### src/rtl/minv_seq.sv
// Sequencer for the 256-bit modular-inverse unit: load p/a, start, wait, unload.
// Optional WAIT-state watchdog enabled by defining MINV_SEQ_TIMEOUT_EN.
module minv_seq #(
  parameter int DW          = 16,
  parameter int NWORDS      = 16,
  parameter int TIMEOUT_CYC = 4096
) (
  input  logic          clk,
  input  logic          rst,
  input  logic          start,
  output logic          busy,
  input  logic          in_valid,
  input  logic [DW-1:0] in_data,
  output logic          in_ready,
  output logic          out_valid,
  input  logic          out_ready,
  output logic [DW-1:0] out_data,
  output logic          out_last,
  output logic          done,
  output logic          err,
  output logic [DW-1:0] mv_datain,
  output logic          mv_loadp,
  output logic          mv_loada,
  output logic          mv_en,
  output logic          mv_outx1,
  output logic          mv_outx2,
  output logic          mv_outt,
  input  logic          mv_rdy,
  input  logic [1:0]    mv_flag,
  input  logic [DW-1:0] mv_x1out,
  input  logic [DW-1:0] mv_x2out,
  input  logic [DW-1:0] mv_tout
);

  localparam int CW = (NWORDS > 1) ? $clog2(NWORDS) : 1;
  localparam logic [CW-1:0] LAST = CW'(NWORDS - 1);

  typedef enum logic [2:0] {
    S_IDLE,
    S_LOADP,
    S_LOADA,
    S_START,
    S_WAIT,
    S_UNLOAD
  } state_e;

  state_e        state_q, state_d;
  logic [CW-1:0] cnt_q, cnt_d;
  logic [1:0]    flag_q, flag_d;
  logic          done_q, done_d;
  logic          err_q, err_d;
  logic          in_hs, out_hs, last_w, tmo;

  assign busy      = (state_q != S_IDLE);
  assign in_ready  = (state_q == S_LOADP) || (state_q == S_LOADA);
  assign out_valid = (state_q == S_UNLOAD);
  assign in_hs     = in_valid & in_ready;
  assign out_hs    = out_valid & out_ready;
  assign last_w    = (cnt_q == LAST);
  assign out_last  = out_valid & last_w;
  assign done      = done_q;
  assign err       = err_q;

  assign mv_datain = in_data;
  assign mv_loadp  = in_hs & (state_q == S_LOADP);
  assign mv_loada  = in_hs & (state_q == S_LOADA);
  assign mv_en     = (state_q == S_START);
  assign mv_outx1  = out_hs & (flag_q == 2'b00);
  assign mv_outx2  = out_hs & (flag_q == 2'b01);
  assign mv_outt   = out_hs & (flag_q == 2'b11);

`ifdef MINV_SEQ_TIMEOUT_EN
  localparam int TW = (TIMEOUT_CYC > 1) ? $clog2(TIMEOUT_CYC) : 1;
  logic [TW-1:0] tcnt_q;

  // Counts WAIT cycles; zero on every WAIT entry since it clears elsewhere
  always_ff @(posedge clk) begin
    if (rst) begin
      tcnt_q <= '0;
    end else if (state_q == S_WAIT) begin
      tcnt_q <= tcnt_q + TW'(1);
    end else begin
      tcnt_q <= '0;
    end
  end

  assign tmo = (tcnt_q == TW'(TIMEOUT_CYC - 1));
`else
  localparam int unused_timeout_cyc = TIMEOUT_CYC;
  assign tmo = 1'b0;
`endif

  always_comb begin
    out_data = '0;
    if (state_q == S_UNLOAD) begin
      unique case (flag_q)
        2'b00:   out_data = mv_x1out;
        2'b01:   out_data = mv_x2out;
        2'b11:   out_data = mv_tout;
        default: out_data = '0;
      endcase
    end
  end

  always_comb begin
    state_d = state_q;
    cnt_d   = cnt_q;
    flag_d  = flag_q;
    done_d  = 1'b0;
    err_d   = 1'b0;
    unique case (state_q)
      S_IDLE: begin
        if (start) begin
          state_d = S_LOADP;
          cnt_d   = '0;
        end
      end
      S_LOADP, S_LOADA: begin
        if (in_hs) begin
          cnt_d = last_w ? '0 : cnt_q + CW'(1);
          if (last_w) begin
            state_d = (state_q == S_LOADP) ? S_LOADA : S_START;
          end
        end
      end
      S_START: state_d = S_WAIT;
      S_WAIT: begin
        // Ready beats the watchdog when both land in the same cycle
        if (mv_rdy) begin
          flag_d = mv_flag;
          if (mv_flag == 2'b10) begin
            state_d = S_IDLE;
            done_d  = 1'b1;
            err_d   = 1'b1;
          end else begin
            state_d = S_UNLOAD;
            cnt_d   = '0;
          end
        end else if (tmo) begin
          state_d = S_IDLE;
          done_d  = 1'b1;
          err_d   = 1'b1;
        end
      end
      S_UNLOAD: begin
        if (out_hs) begin
          cnt_d = last_w ? '0 : cnt_q + CW'(1);
          if (last_w) begin
            state_d = S_IDLE;
            done_d  = 1'b1;
          end
        end
      end
      default: state_d = S_IDLE;
    endcase
  end

  always_ff @(posedge clk) begin
    if (rst) begin
      state_q <= S_IDLE;
      cnt_q   <= '0;
      flag_q  <= 2'b00;
      done_q  <= 1'b0;
      err_q   <= 1'b0;
    end else begin
      state_q <= state_d;
      cnt_q   <= cnt_d;
      flag_q  <= flag_d;
      done_q  <= done_d;
      err_q   <= err_d;
    end
  end

endmodule
### config.mk
export PLATFORM = sky130hd
export DESIGN_NAME = minv_seq
export DESIGN_NICKNAME = d
export VERILOG_FILES = /design/src/rtl/minv_seq.sv
export SDC_FILE = /design/constraint.sdc
export NUM_CORES = 1
export LEC_CHECK = 0
export ABC_CLOCK_PERIOD_IN_PS = 4250
export BUFFER_PORTS_ARGS = -buffer_cell sky130_fd_sc_hd__buf_2
export CAP_MARGIN = 20
export CELL_PAD_IN_SITES_DETAIL_PLACEMENT = 1
export CELL_PAD_IN_SITES_GLOBAL_PLACEMENT = 2
export CORE_ASPECT_RATIO = 0.8
export CORE_UTILIZATION = 19
export DETAILED_ROUTE_END_ITERATION = 8
export GPL_ROUTABILITY_DRIVEN = 0
export GPL_TIMING_DRIVEN = 1
export PLACE_DENSITY = 0.89
export SLEW_MARGIN = 20
export SYNTH_ARGS = -nofsm -noshare
export SYNTH_HDL_FRONTEND = slang
export SYNTH_SLANG_ARGS = --single-unit
### constraint.sdc
create_clock -name clk -period 4.25 [get_ports clk]
set_input_delay 0.2125 -clock clk [delete_from_list [all_inputs] [get_ports clk]]
set_output_delay 0.2125 -clock clk [all_outputs]
set_load 0.01 [all_outputs]
; Word-level counts from Yosys, hierarchy flattened
; Cells that the tools add are included.
[classes]
add_sub_neg = 1
eq_ne = 16
muxes = 23
n_bitwise = 9
n_reduce_logical = 10
[op_table]
columns = cell, n
row1 = $pmux W16 S3, 1
row2 = $mux W4, 6
row3 = $mux W3, 7
row4 = $mux W16, 1
row5 = $pmux W4 S4, 1
row6 = $pmux W3 S5, 1
row7 = $reduce_and A6 Y1, 2
row8 = $ne A2 B2 Y1 const B, 5
row9 = $and A1 B1 Y1, 8
row10 = $eq A3 B2 Y1 const B, 2
row11 = $eq A3 B3 Y1 const B, 2
row12 = $mux W1, 5
row13 = $add A4 B1 Y4 const B, 1
row14 = $eq A2 B2 Y1 const B, 2
row15 = $eq A4 B4 Y1 const B, 1
row16 = $ne A2 B1 Y1 const B, 2
row17 = $reduce_bool A4 Y1, 1
row18 = $reduce_or A2 Y1, 2
row19 = $eq A3 B1 Y1 const B, 1
row20 = $logic_not A3 Y1, 1
row21 = $reduce_bool A3 Y1, 1
row22 = $eq A2 B1 Y1 const B, 1
row23 = $logic_not A2 Y1, 1
row24 = $pmux W1 S2, 1
row25 = 3 further kinds, 3
[totals]
input_bits = 72
regBits = 11
elab_cells = 64
out_inout_bits = 44

; Longest topological paths before layout
; Gate-level depths: netlist of the first run.
[depth]
word_depth = 5
depth_mapped = 6
mapped_depth_nobuf = 5

; Least setup slack after synthesis of the first run
; OpenSTA, ideal clock, no wires.
[synth_timing]
path_type = reg2out
startpoint = register state_q[0]
endpoint = output port mv_outx2
path_stages_with_launch = 7
path_slack_ps = 2691
t_required_ps = 4038
t_arrival_ps = 1347
cell_sequence = dfxtp_1 -> buf_6 -> buf_2 -> nand2_1 -> inv_1 -> nand2_1 -> nor3b_1
[synth_between]
elab_chain_cells = 3
[synth_lines]
columns = item, line
row1 = start: declaration, 47  ; state_e state_q, state_d;
row2 = start signal: assignment, 166  ; state_q <= state_d;
row3 = $eq A3 B3 Y1, 56  ; assign out_valid = (state_q == S_UNLOAD);
row4 = named net out_valid, 15  ; output logic out_valid,
row5 = $and A1 B1 Y1, 58  ; assign out_hs = out_valid & out_ready;
row6 = $and A1 B1 Y1, 69  ; assign mv_outx2 = out_hs & (flag_q == 2'b01);
row7 = end: declaration, 26  ; output logic mv_outx2,
; The timed path passes the listed nets, and every way through them passes these cells.

; Final worst setup path of the first run
[layout_timing]
startpoint = register state_q[0]
endpoint = output port mv_outx2
[layout_between]
elab_chain_cells = 3
[layout_lines]
columns = item, line
row1 = $eq A3 B3 Y1, 56
row2 = $and A1 B1 Y1, 58
row3 = $and A1 B1 Y1, 69
; Every way passes these cells.

==> results.py, run 1 <==
metrics = {
    "setup_path": {
        "critical_path_class": "flop to output port",
        "critPathCaptureType": "output port",
        "critical_path.startpoint_type": "flop",
        "path_buf_inv": 2,
        "path_delay_family": "simple AND/OR/NAND/NOR gates",
        "cpPeakStageDelay_ns": 0.73,
        "critical_path.slowest_cell": "sky130_fd_sc_hd__dfxtp_1",
        "worst_r2r_path_depth": 4,
        "critical_path.max_fanout": 18,
        "data_required_time_at_the_worst_endpoint_ns": 4.04,
        "path_common_cell": "sky130_fd_sc_hd__nand2_1",
        "critical_path_cell_count": 5,
        "crit_arrival_ns": 2.34,
        "crit_path_cell_trace": "nand2_1 > inv_1 > nand2_1 > nor3b_1 > buf_2",
    },
    "clock_network": {
        "cts.path.max_buffers": 2,
        "insertion_delay_ns": 0.24,
        "clk_pin_slew_worst_paths_ns": 0.05,
        "cts_hold_buffers": 0,
        "cts_htree_levels": 1,
        "numCtsBuffers": 3,
        "cts_root_buffer_type": "sky130_fd_sc_hd__clkbuf_8",
        "tritoncts": "built",
        "post-cts-setup-buffers": 0,
        "cts-resized-gates": 0,
        "cts_num_sinks": 11,
    },
    "min_path": {
        "hold-path-cell-count": 3,
        "hold_class": "input port to flop",
    },
    "sta": {
        "final.setup_skew_ns": 0.00223,
        "unrepaired_setup_endpoints_after_global_routing": "no",
        "fin_crit_sh": 0.600,
        "fmaxAchievable_mhz": 392,
        "timing.final.max_slew_violations": 0,
        "fin_ws_ns": 1.70,
        "timing.final.hold_violations": 0,
        "finalSetupViolCount": 0,
        "finalCriticalPeriod_ns": 2.55,
        "worst_slew_pin_slew_ns": 1.01,
        "slew_headroom": 0.327,
        "tns_ns": 0,
    },
    "floorplanning": {
        "ioPinCount": 116,
        "die-height_um": 75.7,
        "floorplan.initialDensity": 0.199,
        "die-width_um": 94.1,
        "floorplan.core_area_um2": 6470,
        "die-area_um2": 7130,
        "placementRows": 26,
    },
    "power_and_ir_drop": {
        "power_report.internal_total_w": 0.000294,
        "total_switching_power_w": 0.000213,
        "ir_worst_vdd_uv": 177,
        "p_per_area_nw_per_um2": 304,
        "total_leakage_power_nw": 0.799,
        "power.switching_fraction": 0.420,
        "seqPwrFrac": 0.318,
        "power.share.combinational": 0.472,
        "power_share_of_the_clock_group": 0.210,
    },
    "finish": {
        "n_antenna_cell": 0,
        "drive_gt1_frac": 0.362,
        "fillerInstances": 839,
        "area_delta_synth_final_pct": 29.2,
        "fin_nets": 317,
    },
    "detailed_routing": {
        "route.detailed.drc": 0,
        "antenna_violating_nets_post_route": 0,
        "detail_route.wl_per_cell_um": 13.3,
        "detail_route.iter0.violations": 36,
        "drt_pass1_iterations": 4,
        "detailroute.via_count": 1515,
        "drt-total-wl_um": 4340,
        "route.detailed.vias_per_inst": 4.63,
    },
    "global_routing": {
        "grt.total_usage": 0.114,
        "number_of_antenna_violations_at_the_first_check_in_global_routing": 0,
        "grt_first_pass_wirelength_um": 6380,
        "grt.overflow.total": 0,
        "grt_start_max_net_pins": 21,
        "vias_in_the_first_global_route": 1390,
    },
    "placement": {
        "setup_slack_after_placement_ns": 1.94,
        "detailedPlacementHpwl_um": 3460,
        "buffer_ports.inserted": 83,
    },
    "status": {
        "status": "completed",
    },
    "synth": {
        "synth_nets": 258,
        "synthesized_instance_count": 185,
        "postSynth.topFlopCell": "sky130_fd_sc_hd__dfxtp_1",
        "count_of_flip_flops_with_a_built_in_enable_after_synthesis": 0,
        "post_synth_instance_area_um2": 1290,
        "yosysMostFrequentCell": "sky130_fd_sc_hd__nor2_1",
        "yosys_warnings": 0,
        "synthDominantAreaCellType": "sky130_fd_sc_hd__dfxtp_1",
        "ys_seq_area_frac": 0.171,
        "asyncSetResetFlopFracSynth": 0,
        "synth_area_per_cell_um2": 6.97,
        "yosys.area.top_type_share": 0.171,
        "ys_types": 41,
        "netlist_top_cells_count": "40 x sky130_fd_sc_hd__nor2_1, 22 x sky130_fd_sc_hd__a21oi_1, 19 x sky130_fd_sc_hd__mux2i_1, 16 x sky130_fd_sc_hd__buf_4, 11 x sky130_fd_sc_hd__dfxtp_1",
        "netlist_top_cells_area": "sky130_fd_sc_hd__dfxtp_1 17%, sky130_fd_sc_hd__mux2i_1 15%, sky130_fd_sc_hd__nor2_1 12%, sky130_fd_sc_hd__buf_4 9.3%, sky130_fd_sc_hd__a21oi_1 8.5%",
        "synth_seq_cells": 11,
    },
    "job": {
        "cap_violations": 0,
    },
}
==> power groups by stage <==
stage          combinational (W)  sequential, W  clock (W)
3_3_place_gp            0.000234       0.000162          0
5_1_grt                 0.000267       0.000166   0.000116
4_1_cts                 0.000240       0.000160   0.000111
3_5_place_dp            0.000239       0.000163          0
6_report                0.000239       0.000161   0.000107
2_1_floorplan           0.000222       0.000126          0
==> worst min-delay path, stage by stage <==
cell                      delay (ns)
sky130_fd_sc_hd__buf_2          0.08
sky130_fd_sc_hd__mux2i_1        0.06
sky130_fd_sc_hd__nor2_1         0.07
==> path summary, 6_finish.rpt <==
| kind | start | to | slack, ns |
|---|---|---|---|
| hold / removal | mv_flag[1] | flag_q[1] | 0.22 |
| setup reg to reg | state_q[0] | done | 2.16 |
| setup / recovery | state_q[0] | mv_outx2 | 1.70 |
| hold reg to reg | cnt_q[0] | cnt_q[0] | 0.51 |
==> cells by family (layout without fill, tap and decap cells) <==
family / after synthesis / after routing / share of synthesized area
buffers and inverters: 34 / 92 / 0.161
AND/OR/NAND/NOR: 76 / 76 / 0.296
adder cells (fa/ha/maj): 1 / 1 / 0.00970
multiplexers: 19 / 19 / 0.147
AO/OA/AOI/OAI: 43 / 43 / 0.209
XOR/XNOR: 1 / 1 / 0.00679
flip-flops: 11 / 11 / 0.171
==> per-stage QoR <==
stage	instance area [µm²]	power [W]	utilization	std cells	hold WS, ns
floorplan	1290	0.000347	-	185	0.360
global placement	1620	0.000396	0.250	323	0.425
detailed placement	1620	0.000401	0.250	323	0.425
CTS	1670	0.000512	0.257	327	0.221
global route	1670	0.000549	0.257	327	0.239
finish	1670	0.000507	0.257	327	0.221
==> per-layer routing <==
metal	up-vias	share of wire	track usage
met3	2	0.062	0.0259
li1	754	-	-
met1	707	0.46	0.147
met5	-	0	0
met4	0	0.0090	0.0376
met2	52	0.47	0.188
==> registers in the layout, summed over array words and instances (netlist names) <==
name and count:
cnt_q 4, done 1, err 1, flag_q 2, state_q 3
==> placed cells by master (no fill, tap or decap), types with 4 or more instances in the layout <==
cell type,instances
sky130_fd_sc_hd__dfxtp_1,11
sky130_fd_sc_hd__nand2_1,5
sky130_fd_sc_hd__nor2_1,40
sky130_fd_sc_hd__o21ai_0,4
sky130_fd_sc_hd__inv_1,5
sky130_fd_sc_hd__a21oi_1,22
sky130_fd_sc_hd__buf_2,83
sky130_fd_sc_hd__mux2i_1,19
sky130_fd_sc_hd__nor2b_1,4
==> layout make-up <==
type / instances / area (µm²) / share of cell area
Sequential cell: 11 / 220 / 0.132
Multi-Input combinational cell: 140 / 862 / 0.517
Timing Repair Buffer: 83 / 415 / 0.249
Tap cell: 84 / 105 / 0.0631
Inverter: 5 / 18.8 / 0.0113
Clock buffer: 4 / 45.0 / 0.0270
(Power assumes the default switching activity.)
==> inputs of run 2 (changes only) <==
--- a/config.mk
+++ b/config.mk
@@ -5,17 +5,17 @@
 export SDC_FILE = /design/constraint.sdc
 export NUM_CORES = 1
 export LEC_CHECK = 0
-export ABC_CLOCK_PERIOD_IN_PS = 4250
+export ABC_CLOCK_PERIOD_IN_PS = 2150
 export BUFFER_PORTS_ARGS = -buffer_cell sky130_fd_sc_hd__buf_2
 export CAP_MARGIN = 20
 export CELL_PAD_IN_SITES_DETAIL_PLACEMENT = 1
 export CELL_PAD_IN_SITES_GLOBAL_PLACEMENT = 2
 export CORE_ASPECT_RATIO = 0.8
-export CORE_UTILIZATION = 19
+export CORE_UTILIZATION = 15
 export DETAILED_ROUTE_END_ITERATION = 8
 export GPL_ROUTABILITY_DRIVEN = 0
 export GPL_TIMING_DRIVEN = 1
-export PLACE_DENSITY = 0.89
+export PLACE_DENSITY = 0.76
 export SLEW_MARGIN = 20
 export SYNTH_ARGS = -nofsm -noshare
 export SYNTH_HDL_FRONTEND = slang
==> constraint.sdc (replaced) <==
create_clock -name clk -period 2.15 [get_ports clk]
set_input_delay 0.1075 -clock clk [delete_from_list [all_inputs] [get_ports clk]]
set_output_delay 0.1075 -clock clk [all_outputs]
set_load 0.01 [all_outputs]
==> run 2 against run 1 <==
- routed wire length up 6.8%
- die area rose by 26%
- clock power up 100%
- non-clock buffer count is 5 higher
- design area rose by 4.1%
- combinational power is 110% higher
- global-route usage decreased by 1.1 points
- power grew 100%
- register-to-register slack lost 1.9 ns
- largest power group unchanged
- worst hold slack worse by 0.099 ns
- sequential share of layout area down 0.51 points
==> results.py, run 2 (synthesis results as in run 1) <==
metrics = {
    "placement": {
        "placed_cell_area_um2": 1690,
        "buffer_ports.inserted": 83,
        "post-place-cells": 352,
        "detailedPlacementHpwl_um": 3750,
    },
    "sta": {
        "timing.final.max_slew_violations": 0,
        "fmaxAchievable_mhz": 515,
        "worst_slew_pin_slew_ns": 0.640,
        "unrepaired_setup_endpoints_after_global_routing": "no",
        "timing.final.hold_violations": 0,
        "finalSetupViolCount": 0,
        "finalCriticalPeriod_ns": 1.94,
        "fin_crit_sh": 0.903,
        "final.setup_skew_ns": 0.00331,
        "tns_ns": 0,
        "slew_headroom": 0.574,
    },
    "clock_network": {
        "clk_pin_slew_worst_paths_ns": 0.05,
        "insertion_delay_ns": 0.24,
        "cts_htree_levels": 1,
        "cts-resized-gates": 0,
        "cts_hold_buffers": 0,
        "tritoncts": "built",
        "cts.path.max_buffers": 2,
        "cts_num_sinks": 11,
        "cts_root_buffer_type": "sky130_fd_sc_hd__clkbuf_8",
        "post-cts-setup-buffers": 0,
        "numCtsBuffers": 3,
    },
    "setup_path": {
        "data_required_time_at_the_worst_endpoint_ns": 2.04,
        "critPathCaptureType": "output port",
        "reg2reg_slack_ns": 0.28,
        "critical_path.startpoint_type": "flop",
        "setup.worst_path.start": "state_q[2]",
        "critical_path.max_fanout": 17,
        "critical_path_class": "flop to output port",
        "crit_arrival_ns": 1.83,
        "worst_r2r_path_depth": 4,
        "crit-reg2reg-capture": "cnt_q[1]",
        "reg2reg_launch_point": "state_q[0]",
    },
    "global_routing": {
        "number_of_antenna_violations_at_the_first_check_in_global_routing": 0,
        "grt.total_usage": 0.103,
        "grt_start_max_net_pins": 20,
        "grt_first_pass_wirelength_um": 7440,
        "grt.overflow.total": 0,
        "vias_in_the_first_global_route": 1472,
    },
    "job": {
        "cap_violations": 0,
    },
    "finish": {
        "drive_gt1_frac": 0.375,
        "final_common_cell": "sky130_fd_sc_hd__buf_2",
        "fillerInstances": 1044,
        "fin_nets": 322,
        "regMostFlops": "cnt_q",
        "n_antenna_cell": 0,
        "design_area_um2": 1730,
        "area_delta_synth_final_pct": 34.4,
        "number_of_flip_flops_under_the_largest_register_name": 4,
        "finalNonFillerCells": 356,
        "reg_top3": "cnt_q x4, state_q x3, flag_q x2",
        "mostFrequentLayoutCells": "83 x sky130_fd_sc_hd__buf_2, 40 x sky130_fd_sc_hd__nor2_1, 22 x sky130_fd_sc_hd__a21oi_1, 19 x sky130_fd_sc_hd__mux2i_1, 11 x sky130_fd_sc_hd__dfxtp_1",
    },
    "min_path": {
        "worst_min_delay_path_startpoint": "mv_flag[1]",
        "hold-path-cell-count": 3,
        "hold_class": "input port to flop",
        "hold-path-endpoint": "flag_q[1]",
    },
    "power_and_ir_drop": {
        "power_share_of_the_clock_group": 0.211,
        "seqPwrFrac": 0.297,
        "total_leakage_power_nw": 0.825,
        "total_switching_power_w": 0.000431,
        "power.share.combinational": 0.492,
        "ir_worst_vdd_uv": 227,
        "power.switching_fraction": 0.422,
        "p_per_area_nw_per_um2": 589,
        "total_power_w": 0.00102,
        "power_report.internal_total_w": 0.000591,
    },
    "floorplanning": {
        "die-area_um2": 8980,
        "floorplan.initialDensity": 0.159,
        "floorplan.core_area_um2": 8130,
        "die-height_um": 84.9,
        "placementRows": 29,
        "ioPinCount": 116,
        "die-width_um": 106,
    },
    "detailed_routing": {
        "antenna_violating_nets_post_route": 0,
        "route.detailed.vias_per_inst": 4.29,
        "detail_route.wl_per_cell_um": 13.0,
        "route.detailed.drc": 0,
        "detail_route.iter0.violations": 67,
        "drt_pass1_iterations": 4,
        "drt-total-wl_um": 4640,
        "detailroute.via_count": 1527,
    },
    "status": {
        "status": "completed",
    },
}
[run 2: how the worst max path moves through the flow]
| stage | end | cells past startpoint | slack [ns] |
|---|---|---|---|
| finish | mv_outx2 | 6 | 0.21 |
| global placement | cnt_q[1] | 4 | 0.33 |
| detailed placement | cnt_q[1] | 4 | 0.27 |
| floorplan | cnt_q[1] | 5 | 0.67 |
| CTS | mv_outx2 | 6 | 0.21 |
| global route | mv_outx2 | 6 | 0.01 |
[run 2: power groups by stage]
| stage | combinational, W | sequential (W) | clock (W) |
|---|---|---|---|
| after global placement | 0.000495 | 0.000305 | 0 |
| after global routing | 0.000554 | 0.000313 | 0.000233 |
| after floorplan | 0.000438 | 0.000248 | 0 |
| final | 0.000502 | 0.000303 | 0.000216 |
| after CTS | 0.000507 | 0.000302 | 0.000220 |
| after detailed placement | 0.000503 | 0.000306 | 0 |
[run 2: critical path: stages (launching register included)]
cell and delay [ns]:
sky130_fd_sc_hd__dfxtp_1 0.64, sky130_fd_sc_hd__and2b_1 0.26, sky130_fd_sc_hd__nand2_1 0.08, sky130_fd_sc_hd__inv_1 0.16, sky130_fd_sc_hd__nand2_1 0.10, sky130_fd_sc_hd__nor3b_1 0.19, sky130_fd_sc_hd__buf_2 0.16
[run 2: metal layers]
metal / vias up / global-route usage / part of all wire
met2: 49 / 0.170 / 0.47
met3: 4 / 0.0253 / 0.063
li1: 766 / - / -
met5: - / 0 / 0
met1: 708 / 0.132 / 0.46
met4: 0 / 0.0316 / 0.010
[run 2: final cells by class]
cell class,instances,area (µm²),share of cell area
Clock buffer,4,45.0,0.0260
Inverter,5,18.8,0.0108
Multi-Input combinational cell,140,862,0.497
Sequential cell,11,220,0.127
Tap cell,108,135,0.0779
Timing Repair Buffer,88,453,0.261
[run 2: stage by stage]
| step | hold WS, ns | utilization | setup WS, ns |
|---|---|---|---|
| after floorplan | 0.255 | - | 0.667 |
| after detailed placement | 0.215 | 0.208 | 0.268 |
| after global routing | 0.161 | 0.213 | 0.0137 |
| after CTS | 0.120 | 0.213 | 0.207 |
| final | 0.122 | 0.213 | 0.208 |
| after global placement | 0.215 | 0.208 | 0.326 |
